## config.mk

```make
export PLATFORM = sky130hd
export DESIGN_NAME = auto_player
export DESIGN_NICKNAME = d
export VERILOG_FILES = /design/src/rtl/auto_player.sv
export SDC_FILE = /design/constraint.sdc
export NUM_CORES = 1
export LEC_CHECK = 0
export ABC_AREA = 0
export CAP_MARGIN = 20
export CORE_UTILIZATION = 44
export DETAILED_ROUTE_END_ITERATION = 10
export PLACE_DENSITY = 0.8
export SLEW_MARGIN = 30
export SYNTH_ARGS = -nofsm -noshare
export SYNTH_HDL_FRONTEND = slang
export SYNTH_SLANG_ARGS = --single-unit
```

## constraint.sdc

```tcl
create_clock -name clk -period 2.5 [get_ports clk]
set_input_delay 0.375 -clock clk [delete_from_list [all_inputs] [get_ports clk]]
set_output_delay 0.375 -clock clk [all_outputs]
set_load 0.05 [all_outputs]
```

## src/rtl/auto_player.sv

```systemverilog
// Automatic song sequencer: walks a combinational note ROM song by song and hands
// each note to a sound engine through a valid/ready handshake, with pause and skip.
module auto_player #(
   parameter int SONG_W    = 3,
   parameter int CNT_W     = 6,
   parameter int NUM_SONGS = 4,
   parameter int OCT_W     = 2,
   parameter int NOTE_W    = 3,
   parameter int LEN_W     = 3
) (
   input  logic              clk,
   input  logic              rst_n,
   input  logic              en,
   input  logic [SONG_W-1:0] song_sel,
   input  logic [1:0]        mode,
   input  logic              pause,
   input  logic              skip_next,
   input  logic              skip_prev,
   output logic [SONG_W-1:0] rom_song,
   output logic [CNT_W-1:0]  rom_idx,
   input  logic [CNT_W-1:0]  rom_last,
   input  logic [OCT_W-1:0]  rom_oct,
   input  logic [NOTE_W-1:0] rom_note,
   input  logic [LEN_W-1:0]  rom_len,
   output logic              note_valid,
   input  logic              note_ready,
   output logic [OCT_W-1:0]  note_oct,
   output logic [NOTE_W-1:0] note_note,
   output logic [LEN_W-1:0]  note_len,
   input  logic              note_done,
   output logic              note_abort,
   output logic              playing,
   output logic              paused,
   output logic [SONG_W-1:0] cur_song,
   output logic [CNT_W-1:0]  cur_idx
);

   typedef enum logic [2:0] {
      ST_IDLE    = 3'd0,
      ST_FETCH   = 3'd1,
      ST_ISSUE   = 3'd2,
      ST_WAIT    = 3'd3,
      ST_ADVANCE = 3'd4,
      ST_PAUSED  = 3'd5,
      ST_DONE    = 3'd6
   } state_t;

   localparam logic [SONG_W-1:0] NO_SONG   = {SONG_W{1'b1}};
   localparam logic [SONG_W-1:0] LAST_SONG = SONG_W'(NUM_SONGS - 1);
   localparam logic [SONG_W-1:0] SONG_ZERO = {SONG_W{1'b0}};
   localparam logic [CNT_W-1:0]  IDX_ZERO  = {CNT_W{1'b0}};

   function automatic logic [SONG_W-1:0] song_after(input logic [SONG_W-1:0] s);
      song_after = (s == LAST_SONG) ? SONG_ZERO : s + SONG_W'(1);
   endfunction

   function automatic logic [SONG_W-1:0] song_before(input logic [SONG_W-1:0] s);
      song_before = (s == SONG_ZERO) ? LAST_SONG : s - SONG_W'(1);
   endfunction

   state_t              state_r, state_s;
   logic [SONG_W-1:0]   cur_song_r, cur_song_s;
   logic [CNT_W-1:0]    cur_idx_r, cur_idx_s;
   logic [OCT_W-1:0]    note_oct_r;
   logic [NOTE_W-1:0]   note_note_r;
   logic [LEN_W-1:0]    note_len_r;
   logic                note_valid_r, playing_r, paused_r;
   logic                load_note_s, abort_s, skip_s, in_note_s;

   // Next-state, next-position and abort decode; en beats skip, skip beats note_done.
   always_comb begin
      state_s     = state_r;
      cur_song_s  = cur_song_r;
      cur_idx_s   = cur_idx_r;
      load_note_s = 1'b0;
      abort_s     = 1'b0;
      skip_s      = skip_next | skip_prev;
      in_note_s   = (state_r == ST_ISSUE) || (state_r == ST_WAIT);

      if (state_r == ST_IDLE) begin
         cur_song_s = song_sel;
         cur_idx_s  = IDX_ZERO;
         if (en && (song_sel != NO_SONG) && (song_sel <= LAST_SONG)) begin
            state_s = ST_FETCH;
         end else begin
            state_s = ST_IDLE;
         end
      end else if (!en) begin
         state_s = ST_IDLE;
         abort_s = in_note_s;
      end else if (skip_s) begin
         cur_song_s = skip_next ? song_after(cur_song_r) : song_before(cur_song_r);
         cur_idx_s  = IDX_ZERO;
         state_s    = ST_FETCH;
         abort_s    = in_note_s;
      end else begin
         case (state_r)
            ST_FETCH: begin
               load_note_s = 1'b1;
               state_s     = ST_ISSUE;
            end
            ST_ISSUE: begin
               if (note_ready) begin
                  state_s = ST_WAIT;
               end else begin
                  state_s = ST_ISSUE;
               end
            end
            ST_WAIT: begin
               if (note_done) begin
                  state_s = pause ? ST_PAUSED : ST_ADVANCE;
               end else begin
                  state_s = ST_WAIT;
               end
            end
            ST_ADVANCE: begin
               if (cur_idx_r < rom_last) begin
                  cur_idx_s = cur_idx_r + CNT_W'(1);
                  state_s   = ST_FETCH;
               end else begin
                  // End of song: mode 11 falls through to play-once behaviour.
                  case (mode)
                     2'b01: begin
                        cur_idx_s = IDX_ZERO;
                        state_s   = ST_FETCH;
                     end
                     2'b10: begin
                        cur_song_s = song_after(cur_song_r);
                        cur_idx_s  = IDX_ZERO;
                        state_s    = ST_FETCH;
                     end
                     default: begin
                        state_s = ST_DONE;
                     end
                  endcase
               end
            end
            ST_PAUSED: begin
               if (!pause) begin
                  state_s = ST_ADVANCE;
               end else begin
                  state_s = ST_PAUSED;
               end
            end
            ST_DONE: begin
               state_s = ST_DONE;
            end
            default: begin
               state_s = ST_IDLE;
            end
         endcase
      end
   end

   // State, position and status flags, registered from the next-state decode.
   always_ff @(posedge clk or negedge rst_n) begin
      if (!rst_n) begin
         state_r      <= ST_IDLE;
         cur_song_r   <= SONG_ZERO;
         cur_idx_r    <= IDX_ZERO;
         note_valid_r <= 1'b0;
         playing_r    <= 1'b0;
         paused_r     <= 1'b0;
      end else begin
         state_r      <= state_s;
         cur_song_r   <= cur_song_s;
         cur_idx_r    <= cur_idx_s;
         note_valid_r <= (state_s == ST_ISSUE);
         playing_r    <= (state_s == ST_FETCH) || (state_s == ST_ISSUE) ||
                         (state_s == ST_WAIT) || (state_s == ST_ADVANCE) ||
                         (state_s == ST_PAUSED);
         paused_r     <= (state_s == ST_PAUSED);
      end
   end

   // Note fields captured once per FETCH and held through the handshake.
   always_ff @(posedge clk or negedge rst_n) begin
      if (!rst_n) begin
         note_oct_r  <= {OCT_W{1'b0}};
         note_note_r <= {NOTE_W{1'b0}};
         note_len_r  <= {LEN_W{1'b0}};
      end else if (load_note_s) begin
         note_oct_r  <= rom_oct;
         note_note_r <= rom_note;
         note_len_r  <= rom_len;
      end else begin
         note_oct_r  <= note_oct_r;
         note_note_r <= note_note_r;
         note_len_r  <= note_len_r;
      end
   end

   assign rom_song   = cur_song_r;
   assign rom_idx    = cur_idx_r;
   assign cur_song   = cur_song_r;
   assign cur_idx    = cur_idx_r;
   assign note_valid = note_valid_r;
   assign note_oct   = note_oct_r;
   assign note_note  = note_note_r;
   assign note_len   = note_len_r;
   assign playing    = playing_r;
   assign paused     = paused_r;
   // Abort must land in the same cycle as the cancelling skip or en drop.
   assign note_abort = abort_s;

endmodule

```

**Word-level counts from Yosys, hierarchy flattened**

Index checks and enable logic that the tools add are counted.

- Add/sub/neg operators: 3
- Multipliers: 0
- Divide/modulo/power cells: 0
- $lt $le $gt $ge: 2
- Equality and inequality tests: 16
- Shift-type cells: 0
- Muxes and demuxes: 32
- Bitwise logic cells: 1
- Reductions and logical operators: 16

Operators with widths:

| kind | number |
|---|---|
| 3-bit 2-to-1 mux | 15 |
| 6-bit 2-to-1 mux | 6 |
| 3-bit one-hot mux with 6 select lines | 1 |
| 3-bit by 2-bit == test with 1-bit output (second input constant) | 5 |
| 3-bit == test (second input constant) | 5 |
| 1-bit 2-to-1 mux | 10 |
| 6-bit by 1-bit adder with 6-bit output (second input constant) | 1 |
| 3-bit by 1-bit == test with 1-bit output (second input constant) | 2 |
| 3-bit zero test | 2 |
| 6-bit less-than comparator | 1 |
| 3-bit != test (second input constant) | 2 |
| 3-bit nonzero test | 2 |
| 1-bit logical OR | 5 |
| 4-bit AND reduction | 1 |
| 4-bit nonzero test | 1 |
| 3-bit by 1-bit adder with 3-bit output (second input constant) | 1 |
| 3-bit by 2-bit less-or-equal comparator with 1-bit output (second input constant) | 1 |
| 3-bit AND reduction | 1 |
| 3-bit by 1-bit subtractor with 3-bit output (second input constant) | 1 |
| 2-bit by 1-bit == test with 1-bit output (second input constant) | 1 |
| 2-bit == test (second input constant) | 1 |
| 1-bit logical AND | 2 |
| 2-bit nonzero test | 1 |
| 2-bit OR reduction | 1 |
| 1-bit bitwise OR | 1 |

- Register bits: 23
- Latch bits: 0
- Memory bits (writable): 0
- Memory bits (read-only): 0
- Input port bits: 27
- Output and inout port bits: 30
- Logic and storage cells: 79
- Memories kept: 0

**Logic depth before layout (Yosys ltp)**

Gate-level depths: netlist of run 1.

- Depth in word-level cells: 13
- Mapped depth: 7
- Mapped depth without buffers: 7

**Least setup slack after synthesis of run 1**

Ideal clock, no wire load.

- Path type: register to register
- From: register cur_idx_r[3], in the netlist cur_idx[3]
- To: register cur_idx_r[1], in the netlist cur_idx[1]
- Setup time: 0.125 ns
- Data arrival time: 2.187 ns
- Slack: 0.189 ns
- Stages on the path, launching flop included: 7
- Path buffers: 0
- Clock period less this slack: 2.311 ns
- Path through: dfrtp_1 -> ha_1 -> a21oi_1 -> o21ai_1 -> a21oi_2 -> a311oi_2 -> mux2_2

- Cells in the longest elaborated chain, start to end: 6
- Elaborated cells on any way between the ends: 8

RTL lines:

| what | line | RTL |
|---|---|---|
| from (decl) | 63 | `logic [CNT_W-1:0] cur_idx_r, cur_idx_s;` |
| from (signal assigned) | 167 | `cur_idx_r <= cur_idx_s;` |
| 6-bit less-than comparator (*) | 117 | `if (cur_idx_r < rom_last) begin` |
| 6-bit 2-to-1 mux | 117 |  |
| 6-bit 2-to-1 mux | 97 | `case (state_r)` |
| 6-bit 2-to-1 mux | 91 | `end else if (skip_s) begin` |
| 6-bit 2-to-1 mux | 88 | `end else if (!en) begin` |
| 6-bit 2-to-1 mux | 80 | `if (state_r == ST_IDLE) begin` |

Every way passes the cells marked *; elsewhere a longest branch is shown, timed or not. The select of a mux whose other input is x is not followed.
A chain may end at the register's enable or synchronous reset.

**Final worst setup path of run 1**

- From: input rom_last[3]
- To: register cur_idx_r[1], in the netlist cur_idx[1]

- Cells in the longest elaborated chain, start to end: 6
- Elaborated cells on any way between the ends: 8

RTL lines:

| what | line | RTL |
|---|---|---|
| from (decl) | 21 | `input logic [CNT_W-1:0] rom_last,` |
| 6-bit less-than comparator (*) | 117 |  |
| 6-bit 2-to-1 mux | 117 |  |
| 6-bit 2-to-1 mux | 97 |  |
| 6-bit 2-to-1 mux | 91 |  |
| 6-bit 2-to-1 mux | 88 |  |
| 6-bit 2-to-1 mux | 80 |  |

Marked as above.

==> impl_results.md, run 1 <==
* Worst skew pair latency at 300 ps
* Final Critical Period at between 2000 and 2500 ps
* Worst vdd rail ir drop at 0.3749 mV
* P_int at around 720 uW
* DP Worst Slack at 16.44 ps
* Global route overflow at 0
* Number of buffers inserted by hold repair at cts at 0
* Critical path's largest stage delay at 460 ps
* Reg2reg setup slack at 390 ps
* Final TNS setup at 0 ps
* P_sw at just over 500 uW
* Unrepaired setup endpoints after global routing: false
* Synth top cells by count: dfrtp_1 (23), mux2_2 (14), inv_1 (12)
* IO Port Bufs at 56
* Switching Fraction at 41.26%
* Pins Over Slew Limit at 0
* Tightest Pin Transition at 500.1 ps
* Area Overhead vs Synth at 39.14%
* First-pass DRT Iterations at 4
* # H-tree levels at 1
* Total CTS buffers at 3
* Yosys synthesis warning count at 0
* Clock tree from TritonCTS: built
* Sequential element share of the synthesized area at a little under two fifths
* Critical Path AT at 2360 ps
* CP bufs+invs at 2
* Rel. slew slack at 66.40%
* Crit path required time at around 2700 ps
* R2r startpoint: cur_idx[3]$_DFFE_PN0P_
* Net count after synthesis at a little under 200
* Top FF cell, synth: dfrtp_1
* Total setup buffers inserted after CTS at 0
* Count leader, synth: dfrtp_1
* GPL Wtd Cong at 0.8178
* Period utilization at between 80 and 90%
* Max Clock Freq at 462.8 MHz
* Initial antenna violation count at 0
* Vias in the first global route at 1,390
* Worst Skew at between 4 and 5 ps
* Multi-input gate area at 834.6 um^2
* Worst r2r path cells at 6
* Worst Setup End Kind: register
* Mapped Cells at 161
* CTS resizes at 0
* CTS clk-pin slew, worst paths at ~120 ps
* Pin count of the biggest net entering global routing at 24
* Clock power frac at between 10 and 15%
* Max Cap Viol at 0
* Clk buf depth at 2
* Crit Path Max Fanout at 6
* Drc violations at 0
* Tot GR Track Use at 20.17%
* Mapped Area at 1538 um^2
* Yosys cell types at 39
* Synth Register Bits at 23
* Die height at 61.12 um
* Post-synth top area share at a little under two fifths
* Starting Density at 46.08%
* Final Net Count at 250
* Pleak at 0.9481 nW
* RR Endpoint: cur_idx[1]$_DFFE_PN0P_
* Largest delay share family, worst path: compound AO/OA/AOI/OAI gates
* Post-synth EDFFs at 0
* CP Launch Type: input pin
* Sequential share of power at 38.3%
* Avg Inst Size Synth at 9.551 um^2
* Async SR Flop Fraction at 100.0%
* Filler cell count at 282
* Post-DRT Antenna Nets at 0
* Cell Pwr Density at 569.4 nW/um^2
* First DRT Iteration DRCs at 40
* Wire length per cell at 13.23 um
* Fin. Hold Viols at 0
* Worst min path class: in -> async
* Boundary Pins at 57
* Largest area contributor in the netlist: dfrtp_1
* Post-DP HPWL at approximately 2800 um
* Final WL at ~3400 um
* Status: finished, final reports clean
* Combinational share of power at 47.9%
* Fin worst setup slack at 339.3 ps
* Core Footprint at 3337 um^2
* DR vias at 1,394
* First-pass GRT wire length at 5720 um
* Sequential Area at 575.6 um^2
* Site Rows at 21
* DIE AREA at between 3000 and 4000 um^2
* Area contributors post-synth: dfrtp_1 (37%), mux2_2 (10%), ha_1 (8.1%), buf_4 (4.4%), a21oi_1 (2.9%)
* Slowest CP cell: clkdlybuf4s50_1
* Setup violations, final at 0
* CTS sink count at 23
* CP Cell Sequence: clkdlybuf4s50_1, inv_1, ha_1, a21oi_1, o21ai_1, a21oi_2, a311oi_2, mux2_2
* Layout cell share with drive strength beyond 1 at 12.74%
* Diodes inserted at 0
* Die W at 61.12 um
* Via/cell ratio at 5.403
* Worst setup path class: in -> reg
* Root buffer cell: clkbuf_4
==> state kept, by name, summed over array words and instances (netlist names) <==
name	cells
cur_idx	6
state_r	3
playing	1
paused	1
note_valid	1
note_len	3
note_oct	2
note_note	3
cur_song	3
==> worst reg2reg max path, cell delays in order, from the launching register on <==
cell      delay [ps]
dfrtp_1          490
ha_1             350
a21oi_1           70
o21ai_1          190
a21oi_2           70
a311oi_2         460
mux2_2           390
==> worst max-delay path by stage <==
stage	endpoint	slack, ps	start	depth (start not counted)
after global routing	cur_idx[1]$_DFFE_PN0P_	240	rom_last[3]	8
after detailed placement	cur_idx[1]$_DFFE_PN0P_	20	rom_last[3]	8
after floorplan	cur_idx[1]$_DFFE_PN0P_	190	cur_idx[3]$_DFFE_PN0P_	6
final	cur_idx[1]$_DFFE_PN0P_	340	rom_last[3]	8
after global placement	cur_idx[1]$_DFFE_PN0P_	110	rom_last[5]	8
after CTS	cur_idx[1]$_DFFE_PN0P_	330	rom_last[3]	8
==> layer usage <==
metal  routed length (um)  track usage, %  part of all wire [%]  up-vias
met1                 1417           25.37                    42      654
met5                    0               0                     0        -
met3                  164           2.521                   4.8        8
met2                 1780           34.94                    52       60
met4                   51           8.442                   1.5        0
li1                     -               -                     -      672
==> logic make-up after synthesis <==
kind of cell / Yosys count / share of synthesized area (%)
adder cells (fa/ha/maj): 10 / 8.137
buffers and inverters: 25 / 8.299
AND/OR/NAND/NOR: 54 / 19.45
multiplexers: 15 / 10.90
flip-flops: 23 / 37.43
AO/OA/AOI/OAI: 34 / 15.78
==> metrics by stage <==
stage               power, mW  instance area (um^2)  util [%]  hold WS (ps)  cells
floorplan              0.8595                  1538         -         79.41    161
global placement        1.040                  2113     63.33         484.8    254
detailed placement      1.060                  2113     63.33         492.2    254
CTS                     1.224                  2140     64.12         415.5    258
global route            1.276                  2140     64.12         440.1    258
finish                  1.218                  2140     64.12         401.9    258
==> power by group through the flow <==
stage	sequential, mW	clock, mW	combinational (mW)
finish	0.466	0.169	0.583
global route	0.472	0.182	0.623
CTS	0.466	0.171	0.587
detailed placement	0.474	0	0.585
global placement	0.469	0	0.572
floorplan	0.644	0	0.216
==> cells in the final DEF, fill, tap and decap left out, drive strengths merged <==
master         Yosys  layout
and4               3       3
a211oi             3       3
a311oi             1       1
a21o               2       2
nor2              10      10
inv               12      12
and3b              1       1
a311o              1       1
nand3              5       5
o21ai              8       8
and4b              1       1
or2                1       1
nand2b             7       7
and3               3       3
ha                10      10
mux2i              1       1
a21oi             10      10
a31oi              2       2
nor3               3       3
and2               1       1
nand4              3       3
nand2             10      10
buf                9       5
mux2              14      14
clkbuf             4       4
nor4               1       1
a211o              1       1
dfrtp             23      23
a221o              3       3
or3b               1       1
clkdlybuf4s50      0      55
nor2b              3       3
a32oi              1       1
o31ai              1       1
or3                1       1
o22ai              1       1
==> cell type report <==
type | count | area share (%)
tap | 46 | 2.690
multi-input combinational | 113 | 39.01
timing repair buffer | 60 | 28.07
inverter | 12 | 2.105
sequential | 23 | 26.90
clock buffer | 4 | 1.228
No activity file was read; power rests on OpenSTA's default activity.
==> run 2: changes to the inputs <==
--- a/config.mk
+++ b/config.mk
@@ -7,9 +7,11 @@
 export LEC_CHECK = 0
 export ABC_AREA = 0
 export CAP_MARGIN = 20
-export CORE_UTILIZATION = 44
+export CORE_UTILIZATION = 46
+export CTS_BUF_LIST = sky130_fd_sc_hd__clkbuf_4 sky130_fd_sc_hd__clkbuf_8
 export DETAILED_ROUTE_END_ITERATION = 10
-export PLACE_DENSITY = 0.8
+export PLACE_DENSITY = 0.83
+export REMOVE_ABC_BUFFERS = 1
 export SLEW_MARGIN = 30
 export SYNTH_ARGS = -nofsm -noshare
 export SYNTH_HDL_FRONTEND = slang
==> run 2 against run 1 <==
Cell count decreased by 0.78%. Clock-buffer cell count is the same. Largest power group unchanged. Power is 1.6% higher. Critical path type unchanged. Critical endpoint unchanged.
==> impl_results.md, run 2 (synthesis results as in run 1) <==
* Total CTS buffers at 3 (unchanged)
* Pins Over Slew Limit at 0 (unchanged)
* Met1 usage at 24.42% (-0.95 points)
* Root buffer cell: clkbuf_4
* Worst skew pair latency at 310 ps (about the same)
* Placed cell area at 2111 um^2 (-0.12%)
* Status: finished, final reports clean
* Worst r2r path cells at 6 (unchanged)
* Pin count of the biggest net entering global routing at 24 (unchanged)
* Sequential share of power at 37.8% (-0.5 points)
* Max Cap Viol at 0 (unchanged)
* Total setup buffers inserted after CTS at 0 (unchanged)
* DR vias at 1,355 (-2.8%)
* Number of buffers inserted by hold repair at cts at 0 (unchanged)
* Drc violations at 0 (unchanged)
* CTS resizes at 0 (unchanged)
* Vias in the first global route at 1,279 (-8.0%)
* Worst Setup End Kind: register
* Post-DRT Antenna Nets at 0 (unchanged)
* Most common cell after layout, fill and taps aside: clkdlybuf4s50_1
* Clock tree from TritonCTS: built
* Worst path depth at 8 (unchanged)
* Tot GR Track Use at 20.87% (+0.70 points)
* Initial antenna violation count at 0 (unchanged)
* Setup violations, final at 0 (unchanged)
* CP Launch Type: input pin
* Grt peak-use layer: met2
* Wire length per cell at 13.87 um (+4.8%)
* Layout cell share with drive strength beyond 1 at 13.21% (+0.47 points)
* Critical path's largest stage delay at 460 ps (about the same)
* Diodes inserted at 0 (unchanged)
* Tightest Pin Transition at 509.5 ps (+9.364 ps)
* # H-tree levels at 1 (unchanged)
* Switching Fraction at 41.32% (+0.057 points)
* GPL Wtd Cong at 0.8583 (+5.0%)
* P_sw at 511.6 uW (+1.8%)
* Clk buf depth at 2 (unchanged)
* Final Util at 68.99% (+4.9 points)
* Global routing met3 resource utilization at 3.896% (+1.4 points)
* Core Footprint at 3103 um^2 (-7.0%)
* CP Cell Sequence: clkdlybuf4s50_1, inv_1, ha_1, nand2_1, o21ai_1, a21oi_2, a311oi_2, mux2_2
* DIE AREA at 3578 um^2 (-4.2%)
* GR Util met2 at 38.41% (+3.5 points)
* Combinational share of power at 47.4% (-0.5 points)
* P_int at 726.6 uW (+1.5%)
* Fin. Hold Viols at 0 (unchanged)
* Worst Skew at 13.62 ps (+8.970 ps)
* Die W at 59.82 um (-2.1%)
* Site Rows at 20 (-4.8%)
* CP bufs+invs at 2 (unchanged)
* Boundary Pins at 57 (unchanged)
* Post-DP HPWL at 2797 um (+1.3%)
* Worst vdd rail ir drop at 0.3725 mV (-0.63%)
* Die height at 59.82 um (-2.1%)
* Filler cell count at 273 (-3.2%)
* CTS sink count at 23 (unchanged)
* Worst min path class: in -> async
* Unrepaired setup endpoints after global routing: false
* IO Port Bufs at 56 (unchanged)
* Max Clock Freq at 463.1 MHz (about the same)
* Slowest CP cell: a311oi_2
* Global route overflow at 0 (unchanged)
* Fin area at 2141 um^2 (about the same)
* Largest delay share family, worst path: compound AO/OA/AOI/OAI gates
* Clock power frac at 14.8% (+0.9 points)
* Critical path launch point: rom_last[5]
* Cell Pwr Density at 578.4 nW/um^2 (+1.6%)
* Crit Path Max Fanout at 6 (unchanged)
* Final Critical Period at 2159 ps (-1.365 ps)
* Crit path required time at 2700 ps (about the same)
* Final WL at 3550 um (+4.0%)
* Rel. slew slack at 65.93% (-0.47 points)
* Period utilization at 86.37% (about the same)
* Area Overhead vs Synth at 39.22% (about the same)
* Final Net Count at 250 (unchanged)
* First DRT Iteration DRCs at 38 (-5.0%)
* CTS clk-pin slew, worst paths at 130 ps (about the same)
* Critical Path AT at 2360 ps (about the same)
* Number of flip-flops under the largest register name at 6 (unchanged)
* First-pass GRT wire length at 5595 um (-2.2%)
* Worst setup path class: in -> reg
* Most frequent cells in the layout: clkdlybuf4s50_1 (55), dfrtp_1 (23), mux2_2 (14), inv_1 (12)
* Starting Density at 49.56% (+3.5 points)
* R2r startpoint: cur_idx[5]$_DFFE_PN0P_
* First-pass DRT Iterations at 4 (unchanged)
* Pleak at 0.9516 nW (+0.36%)
* Via/cell ratio at 5.293 (-2.0%)
run 2: per-stage QoR:
step	TNS, ps	hold WS, ps	power, mW	std cells	setup slack (ps)
floorplan	-195.9	79.41	0.8382	148	-78.06
global placement	0	485.3	1.044	252	110.3
detailed placement	0	492.1	1.061	252	31.34
CTS	0	405.2	1.245	256	358.0
global route	0	428.1	1.296	256	220.2
finish	0	403.3	1.238	256	340.6
run 2: final cells by class:
cell class	count	area (um^2)	share of cell area [%]
sequential	23	575.6	26.88
tap	44	55.05	2.572
clock buffer	4	30.03	1.403
timing repair buffer	60	600.6	28.05
multi-input combinational	113	834.6	38.98
inverter	12	45.04	2.104
run 2: layer usage:
layer	wire length, um	vias to the layer above
met1	1547	635
li1	-	672
met3	190	2
met2	1793	46
met4	19	0
met5	0	-
run 2: power by group through the flow:
| stage | Clock (mW) | Sequential, mW | Combinational [mW] |
|---|---|---|---|
| after floorplan | 0 | 0.695 | 0.143 |
| after global placement | 0 | 0.471 | 0.573 |
| after detailed placement | 0 | 0.476 | 0.586 |
| after CTS | 0.188 | 0.468 | 0.588 |
| after global routing | 0.202 | 0.474 | 0.620 |
| final | 0.184 | 0.468 | 0.587 |
run 2: worst reg2reg max path, stage by stage, from the launching register on:
cell and delay, ps:
dfrtp_1 470, ha_1 350, nand2_1 70, o21ai_1 200
a21oi_2 70, a311oi_2 460, mux2_2 380
run 2: path summary, 6_finish.rpt:
check	to	slack, ps
worst min-delay path	note_note[2]$_DFFE_PN0P_	400
worst min register to register	note_note[2]$_DFFE_PN0P_	520
worst max register to register	cur_idx[1]$_DFFE_PN0P_	400
max in group asynchronous	cur_idx[1]$_DFFE_PN0P_	1860
min in group clk	note_note[2]$_DFFE_PN0P_	520
worst max-delay path	cur_idx[1]$_DFFE_PN0P_	340
==> run 3: changes to the inputs <==
==> constraint.sdc (replaced) <==
create_clock -name clk -period 2.45 [get_ports clk]
set_input_delay 0.3675 -clock clk [delete_from_list [all_inputs] [get_ports clk]]
set_output_delay 0.3675 -clock clk [all_outputs]
set_load 0.05 [all_outputs]
==> run 3 against run 2 <==
Critical path type unchanged. Flip-flop and latch count did not move. Combinational power rose by 3%. First-iteration DRC count rose by 42%. Clock power fell by 6%. Sequential share of layout area fell by 0.25 points. Core utilization rose by 0.65 points. Clock-buffer cell count fell by 1. Power rose by 1.3%. Register-to-register slack got worse by 70 ps.
==> impl_results.md, run 3 (synthesis results as in run 1) <==
* Final Critical Period at 2162 ps
* Status: finished, final reports clean
* Most frequent cells in the layout: clkdlybuf4s50_1 (55), dfrtp_1 (23), mux2_2 (14), inv_1 (12)
* Total CTS buffers at 3 (unchanged)
* Boundary Pins at 57 (unchanged)
* # H-tree levels at 1 (unchanged)
* DIE AREA at 3578 um^2 (unchanged)
* Setup violations, final at 0 (unchanged)
* Number of flip-flops under the largest register name at 6 (unchanged)
* First DRT Iteration DRCs at 54 (+42%)
* First-pass GRT wire length at 6072 um (+8.5%)
* Via/cell ratio at 5.402 (+2.1%)
* Number of buffers inserted by hold repair at cts at 0 (unchanged)
* Worst Setup End Kind: register
* Tightest Pin Transition at 531.7 ps (+22.20 ps)
* RR Endpoint: cur_idx[1]$_DFFE_PN0P_
* Post-DP HPWL at 2977 um (+6.4%)
* Post-DRT Antenna Nets at 0 (unchanged)
* Final Util at 69.64% (+0.65 points)
* Pins Over Slew Limit at 0 (unchanged)
* Core Footprint at 3103 um^2 (unchanged)
* Unrepaired setup endpoints after global routing: false
* CTS clk-pin slew, worst paths at 130 ps (about the same)
* Fin worst setup slack at 288.2 ps (-52.48 ps)
* Placed cell area at 2133 um^2 (+1.1%)
* Worst r2r path cells at 6 (unchanged)
* Global route overflow at 0 (unchanged)
* Total setup buffers inserted after CTS at 0 (unchanged)
* Rel. slew slack at 64.44% (-1.5 points)
* Vias in the first global route at 1,384 (+8.2%)
* Die W at 59.82 um (unchanged)
* Clock tree from TritonCTS: built
* Period utilization at 88.24%
* Root buffer cell: clkbuf_4
* Final WL at 3673 um (+3.5%)
* Fin area at 2161 um^2 (+0.94%)
* R2r startpoint: cur_idx[3]$_DFFE_PN0P_
* Worst min path class: in -> async
* CTS sink count at 23 (unchanged)
* Worst Skew at 6.686 ps (-6.936 ps)
* Inst Count DP at 255 (+1.2%)
* Max Clock Freq at 462.6 MHz
* Layout cell share with drive strength beyond 1 at 14.42% (+1.2 points)
* Diodes inserted at 0 (unchanged)
* Reg2reg setup slack at 330 ps (-70 ps)
* Max Cap Viol at 0 (unchanged)
* Sequential Area at 575.6 um^2 (unchanged)
* Final hold slack at 402.2 ps (-1.086 ps)
* GPL Wtd Cong at 0.8630 (+0.55%)
* Most common cell after layout, fill and taps aside: clkdlybuf4s50_1
* Site Rows at 20 (unchanged)
* Multi-input gate area at 834.6 um^2 (unchanged)
* Initial antenna violation count at 0 (unchanged)
* CP Launch Type: input pin
* Fin. Hold Viols at 0 (unchanged)
* First-pass DRT Iterations at 6 (+2)
* Crit path required time at 2650 ps (-50 ps)
* Final Net Count at 253 (+1.2%)
* Cell Pwr Density at 580.4 nW/um^2 (+0.36%)
* DP Worst Slack at -36.23 ps (-67.58 ps)
* Pin count of the biggest net entering global routing at 24 (unchanged)
* Wire length per cell at 14.18 um (+2.3%)
* Worst vdd rail ir drop at 0.3928 mV (+5.4%)
* IO Port Bufs at 56 (unchanged)
* Worst skew pair latency at 300 ps (about the same)
* DR vias at 1,399 (+3.2%)
* Area Overhead vs Synth at 40.52%
* Die height at 59.82 um (unchanged)
* Starting Density at 49.56% (unchanged)
* Crit Path Max Fanout at 6 (unchanged)
* CTS resizes at 0 (unchanged)
* Filler cell count at 254 (-7.0%)
* Worst setup path class: in -> reg
* Final Non-Filler Cells at 259 (+1.2%)
* Tot GR Track Use at 22.36% (+1.5 points)
* Clk buf depth at 2 (unchanged)
* Pleak at 0.9652 nW (+1.4%)
* Critical Path AT at 2360 ps (about the same)
* Drc violations at 0 (unchanged)
[run 3: cell types whose count changed in the layout (fill, tap and decap cells not counted), sizes merged]
cell	before	now
clkinv	0	1
clkbuf	4	3
buf	5	8
[run 3: worst max path at each step]
| stage | from | endpoint | slack [ps] | cells past startpoint |
|---|---|---|---|---|
| finish | rom_last[5] | cur_idx[1]$_DFFE_PN0P_ | 290 | 8 |
| global route | rom_last[5] | cur_idx[1]$_DFFE_PN0P_ | 200 | 8 |
| CTS | rom_last[5] | cur_idx[1]$_DFFE_PN0P_ | 290 | 8 |
| detailed placement | rom_last[5] | cur_idx[1]$_DFFE_PN0P_ | -40 | 8 |
| global placement | rom_last[5] | cur_idx[1]$_DFFE_PN0P_ | 60 | 8 |
| floorplan | cur_idx[2]$_DFFE_PN0P_ | cur_idx[1]$_DFFE_PN0P_ | -130 | 6 |
[run 3: critical path: stages]
cell and delay (ps):
clkdlybuf4s50_1 450, inv_1 40, ha_1 300, nand2_1 60
o21ai_1 210, a21oi_2 70, a311oi_2 470, mux2_2 390
[run 3: through the flow]
step           TNS, ps  power [mW]
2_1_floorplan   -583.6      0.8553
3_3_place_gp         0       1.067
3_5_place_dp    -36.23       1.090
6_report             0       1.254
4_1_cts              0       1.264
5_1_grt              0       1.324
[run 3: layout make-up]
class / count / share of cell area, %
multi-input cells: 113 / 38.62
repair buffers: 63 / 28.84
flip-flops and latches: 23 / 26.64
well taps: 44 / 2.548
inverters: 12 / 2.085
clock buffers: 3 / 1.042
clock inverters: 1 / 0.2316
[run 3: per-layer routing]
layer  part of all wire, %  vias to the layer above  GRT usage [%]
met2                    54                       60          43.33
met1                    39                      656          25.17
met4                  0.84                        0          3.987
li1                      -                      679              -
met5                     0                        -              0
met3                   6.0                        4          4.329
[run 3: power by group]
part           internal, mW  switching [mW]  total [mW]
Clock                0.0607           0.113       0.173
Combinational         0.237           0.366       0.603
Sequential            0.432          0.0462       0.478
Total                 0.729           0.525        1.25
